**src/rtl/bos_tx_framer.sv**
```systemverilog
// rtl/bos_tx_framer.sv - round-robin message framer feeding the host UART transmitter
// Frame: prefix, source addr, dest addr, length, payload, CRC-8/0x07 over all preceding bytes.
`ifndef NUM_SOURCES
`define NUM_SOURCES 4
`endif

module bos_tx_framer #(
    parameter int         NUM_SRC   = `NUM_SOURCES,
    parameter logic [7:0] PREFIX    = 8'hDD,
    parameter logic [7:0] ADDR_BASE = 8'h01,
    parameter logic [7:0] HOST_ADDR = 8'h00
) (
    input  logic                 clk,
    input  logic                 rst,
    input  logic [NUM_SRC-1:0]   have_msg_bus,
    input  logic [8*NUM_SRC-1:0] len_bus,
    input  logic [8*NUM_SRC-1:0] data_bus,
    output logic [NUM_SRC-1:0]   rdreq_bus,
    output logic [7:0]           tx_data,
    output logic                 tx_valid,
    input  logic                 tx_ready,
    output logic [3:0]           current_source,
    output logic [2:0]           state,
    output logic [7:0]           crc
);

    typedef enum logic [2:0] {
        S_IDLE    = 3'd0,
        S_PREFIX  = 3'd1,
        S_SRC     = 3'd2,
        S_DEST    = 3'd3,
        S_LEN     = 3'd4,
        S_PAYLOAD = 3'd5,
        S_CRC     = 3'd6
    } state_t;

    state_t     state_q, state_d;
    logic [3:0] cur_q, cur_d;
    logic [3:0] rr_q, rr_d;
    logic [7:0] len_q, len_d;
    logic [7:0] cnt_q, cnt_d;
    logic [7:0] crc_q, crc_d;

    logic       grant_any, hi_any;
    logic [3:0] grant_idx, hi_idx, low_idx;
    logic [7:0] len_sel, data_sel;
    logic       xfer;

    function automatic logic [7:0] crc8_next(input logic [7:0] c, input logic [7:0] b);
        logic [7:0] x;
        x = c ^ b;
        for (int k = 0; k < 8; k++) begin
            x = x[7] ? ((x << 1) ^ 8'h07) : (x << 1);
        end
        return x;
    endfunction

    // Rotating priority: lowest pending index at or above rr_q, else wrap to lowest pending overall.
    always_comb begin
        hi_any  = 1'b0;
        hi_idx  = 4'd0;
        low_idx = 4'd0;
        grant_any = 1'b0;
        for (int j = NUM_SRC - 1; j >= 0; j--) begin
            if (have_msg_bus[j]) begin
                grant_any = 1'b1;
                low_idx   = 4'(j);
                if (4'(j) >= rr_q) begin
                    hi_any = 1'b1;
                    hi_idx = 4'(j);
                end
            end
        end
        grant_idx = hi_any ? hi_idx : low_idx;
    end

    always_comb begin
        len_sel   = 8'd0;
        data_sel  = 8'd0;
        rdreq_bus = '0;
        for (int j = 0; j < NUM_SRC; j++) begin
            if (grant_idx == 4'(j)) len_sel = len_bus[8*j +: 8];
            if (cur_q == 4'(j)) begin
                data_sel     = data_bus[8*j +: 8];
                rdreq_bus[j] = (state_q == S_PAYLOAD) && tx_ready;
            end
        end
    end

    always_comb begin
        case (state_q)
            S_PREFIX:  tx_data = PREFIX;
            S_SRC:     tx_data = ADDR_BASE + {4'd0, cur_q};
            S_DEST:    tx_data = HOST_ADDR;
            S_LEN:     tx_data = len_q;
            S_PAYLOAD: tx_data = data_sel;
            S_CRC:     tx_data = crc_q;
            default:   tx_data = 8'd0;
        endcase
    end

    assign tx_valid       = (state_q != S_IDLE);
    assign xfer           = tx_valid && tx_ready;
    assign current_source = cur_q;
    assign state          = state_q;
    assign crc            = crc_q;

    always_comb begin
        state_d = state_q;
        cur_d   = cur_q;
        rr_d    = rr_q;
        len_d   = len_q;
        cnt_d   = cnt_q;
        crc_d   = crc_q;
        case (state_q)
            S_IDLE: begin
                if (grant_any) begin
                    state_d = S_PREFIX;
                    cur_d   = grant_idx;
                    len_d   = len_sel;
                    crc_d   = 8'd0;
                    rr_d    = (grant_idx == 4'(NUM_SRC - 1)) ? 4'd0 : grant_idx + 4'd1;
                end
            end
            S_PREFIX: if (xfer) state_d = S_SRC;
            S_SRC:    if (xfer) state_d = S_DEST;
            S_DEST:   if (xfer) state_d = S_LEN;
            S_LEN: begin
                if (xfer) begin
                    cnt_d   = 8'd0;
                    state_d = (len_q != 8'd0) ? S_PAYLOAD : S_CRC;
                end
            end
            S_PAYLOAD: begin
                if (xfer) begin
                    if (cnt_q == len_q - 8'd1) state_d = S_CRC;
                    else                       cnt_d   = cnt_q + 8'd1;
                end
            end
            S_CRC:    if (xfer) state_d = S_IDLE;
            default:  state_d = S_IDLE;
        endcase
        // The CRC byte itself is excluded from the running checksum.
        if (xfer && state_q != S_CRC) crc_d = crc8_next(crc_q, tx_data);
    end

    always_ff @(posedge clk) begin
        if (rst) begin
            state_q <= S_IDLE;
            cur_q   <= 4'd0;
            rr_q    <= 4'd0;
            len_q   <= 8'd0;
            cnt_q   <= 8'd0;
            crc_q   <= 8'd0;
        end else begin
            state_q <= state_d;
            cur_q   <= cur_d;
            rr_q    <= rr_d;
            len_q   <= len_d;
            cnt_q   <= cnt_d;
            crc_q   <= crc_d;
        end
    end

endmodule

```
**config.mk**
```make
export PLATFORM = sky130hd
export DESIGN_NAME = bos_tx_framer
export DESIGN_NICKNAME = d
export VERILOG_FILES = /design/src/rtl/bos_tx_framer.sv
export SDC_FILE = /design/constraint.sdc
export NUM_CORES = 1
export LEC_CHECK = 0
export ABC_CLOCK_PERIOD_IN_PS = 5500
export CORE_MARGIN = 4
export CORE_UTILIZATION = 50
export CTS_CLUSTER_SIZE = 8
export DETAILED_ROUTE_END_ITERATION = 7
export PLACE_DENSITY = 0.87
export SLEW_MARGIN = 20
export SYNTH_ARGS = -nofsm -noshare
export SYNTH_HDL_FRONTEND = slang
export SYNTH_SLANG_ARGS = --single-unit
export TNS_END_PERCENT = 5
```
**constraint.sdc**
```tcl
create_clock -name clk -period 5.5 [get_ports clk]
set_clock_uncertainty 0.2 [all_clocks]
set_input_delay 1.375 -clock clk [delete_from_list [all_inputs] [get_ports clk]]
set_output_delay 1.375 -clock clk [all_outputs]
set_load 0.005 [all_outputs]
```
==> flow_summary.ini <==
[synthesis]
synth-seq-cells = 31
yosys-top-cells-count = nor2_1, dfxtp_1, nand2_1, a21oi_1, o21ai_0
syn_inst = 369
avgSynthCellArea_um2 = 7.829
syn_area_um2 = 2889
yosysSeqAreaShare_pct = 21.48
ys.flop_type = dfxtp_1
synth_compound_area_share_pct = 26.20
synth_edf_count = 0
synth_area_leaders = dfxtp_1, nor2_1, xnor2_1
synth_top_cell_area_share_pct = 21.48
yosysUniqueCellTypes = 66
synth_top_family_by_area = compound AO/OA/AOI/OAI gates
async_flop_share_pct = 0
synthMostInstantiatedCell = nor2_1
post_synth_fa_ha_maj_area_fraction_pct = 4.764
synth-xor-area-share_pct = 14.08
synthMuxAreaShare_pct = 4.504
ys.warnings.count = 0
synth.largest_area_cell = dfxtp_1
synth-simple-area-share_pct = 22.56

[clock_network]
clk_pin_slew_ns = 0.07
cts.sinks = 31
cts_buffer_depth = 2
ctsResizeCount = 0
cts_hold_buf = 0
cts_setup_buffers = 0
htree_levels = 2
clock-root-buffer = clkbuf_8
cts_buffers = 5
cts_tree = done
clk_latency_ns = 0.28

[setup_path]
r2r_start = current_source[0]
worstPathCellList = clkdlybuf4s50_1, o21ai_0, a21oi_1, o21ai_0, a31oi_1, clkdlybuf4s50_1
r2r-end = crc[4]
ff2ff_setup_slack_ns = 2.36
crit_required_ns = 3.92
critPathCaptureType = primary output
arrival_ns = 3.12
crit_type = input pin to primary output
crit_slowest_cell = clkdlybuf4s50_1
max_stage_delay_ns = 0.53
critPathMaxFanout = 2
worstSetupStartpointType = input pin
ff2ff_path_depth = 9

[grt]
grt_pass1_wl_um = 13980
grt.total_usage_pct = 23.97
grt_antenna_before_repair = 0
grt_max_degree = 28
grt_pass1_vias = 2908
gr-total-overflow = 0

[sta]
hold_violations = 0
max_freq_ghz = 0.2129
fin_crit_sh_pct = 85.40
slew_headroom_pct = 38.82
period_needed_ns = 4.697
final.setup.tns_ns = 0
setup_viol = 0
slew_violations = 0
rsz0062_at_grt = false
tightest_slew_ns = 0.9165

[detailed_routing]
drt_iter0_drc = 235
ant_nets = 0
wl_um = 8483
drtPass1Iterations = 4
routedWlPerCell_um = 16.22
vias = 3045
drc = 0
viasPerCell = 5.822

[pwr]
switchingPower_mw = 0.5125
clockPowerShare_pct = 20.2
peakVddDrop_v = 0.0002018
finalPower_mw = 1.314
pwr-share-seq_pct = 26.1
power.leakage_nw = 1.498
p_int_mw = 0.8015
combPwrFrac_pct = 53.6
power.density_nw_per_um2 = 330.4
switching_share_pct = 39.00

[place]
numPortBuffers = 96
place_hpwl_um = 6648
placed_area_um2 = 3845
place_congestion = 0.9324

[floorplanning]
die_area_um2 = 7059
initial_core_util_pct = 52.15
io_pins = 99
die_width_um = 84.02
core_area_um2 = 5540
dieHeight_um = 84.02
rows = 27

[layout]
drive_above_1_share_pct = 6.874
syn2layout_area_growth_pct = 37.68
layout.nets = 532
n_antenna_cell = 0
seqCellArea_um2 = 620.6
multi_input_area_um2 = 2091
fillers = 416
fin_area_um2 = 3978

[flow_run]
maxCapViolCount = 0

[run_status]
status = finished clean

[min_path]
hold_path.startpoint = cnt_q[7]
min_to = cnt_q[7]
min_path_cells = 2
hp-class = register to register
==> final cells by class <==
type / instances / area share (%)
Multi-Input combinational cell: 297 / 52.56
Timing Repair Buffer: 99 / 24.72
Sequential cell: 31 / 15.60
Tap cell: 72 / 2.265
Clock buffer: 6 / 1.824
Clock inverter: 2 / 1.510
Inverter: 16 / 1.510
==> cells in the final DEF, fill, tap and decap left out, drive strengths merged, types with 7 or more instances in the layout <==
| cell | count |
|---|---|
| clkdlybuf4s50 | 96 |
| nor2 | 47 |
| dfxtp | 31 |
| nand2 | 27 |
| a21oi | 27 |
| o21ai | 21 |
| xnor2 | 21 |
| xor2 | 19 |
| inv | 16 |
| mux2i | 13 |
| ha | 11 |
| o211ai | 10 |
| nand2b | 8 |
| a22oi | 7 |
| nor3 | 7 |
==> routing by layer <==
layer	GRT usage [%]	up-vias	share of wire [%]
li1	-	1483	-
met1	28.34	1414	42
met2	43.31	136	49
met3	5.923	12	7.5
met4	5.556	0	1.3
met5	0	-	0
==> flip-flops by register name (all words and copies together) (netlist names) <==
name / count
state: 3
crc: 8
len_q: 8
rr_q: 2
cnt_q: 8
current_source: 2
==> critical path: cells and delay by family <==
kind	cells	cell delay, ns
AOI/OAI and AO/OA	4	0.77
buffers and inverters	2	0.98
==> power groups by stage <==
stage	Clock, mW	Sequential (mW)	Combinational, mW
after floorplan	0	0.308	0.512
after global placement	0	0.344	0.666
after detailed placement	0	0.346	0.692
after CTS	0.269	0.341	0.702
after global routing	0.281	0.350	0.770
final	0.266	0.344	0.705
==> worst max path at each step <==
stage | from | endpoint
final | data_bus[19] | tx_data[3]
after global routing | data_bus[19] | tx_data[3]
after CTS | data_bus[19] | tx_data[3]
after detailed placement | data_bus[8] | tx_data[0]
after global placement | data_bus[14] | tx_data[6]
after floorplan | data_bus[8] | tx_data[0]
==> cells by family (layout without fill, tap and decap cells) <==
kind of cell               Yosys count  count (layout)
xor gates and xnor gates            40              40
DFF                                 31              31
and+or+nand+nor                    127             127
muxes                               13              13
other                                1               2
AOI/OAI and AO/OA                  104             104
buffers and inverters               42             123
adders and majority gates           11              11
==> through the flow <==
| step | std cells | hold WS (ns) | utilization, % | worst slack [ns] |
|---|---|---|---|---|
| 2_1_floorplan | 370 | 0.2838 | - | 1.809 |
| 3_3_place_gp | 515 | 0.3142 | 69.40 | 0.8575 |
| 3_5_place_dp | 515 | 0.3540 | 69.40 | 0.8123 |
| 4_1_cts | 523 | 0.3725 | 71.79 | 0.8092 |
| 5_1_grt | 523 | 0.3924 | 71.79 | 0.7479 |
| 6_report | 523 | 0.3712 | 71.79 | 0.8028 |
No activity file was read; power rests on OpenSTA's default activity.
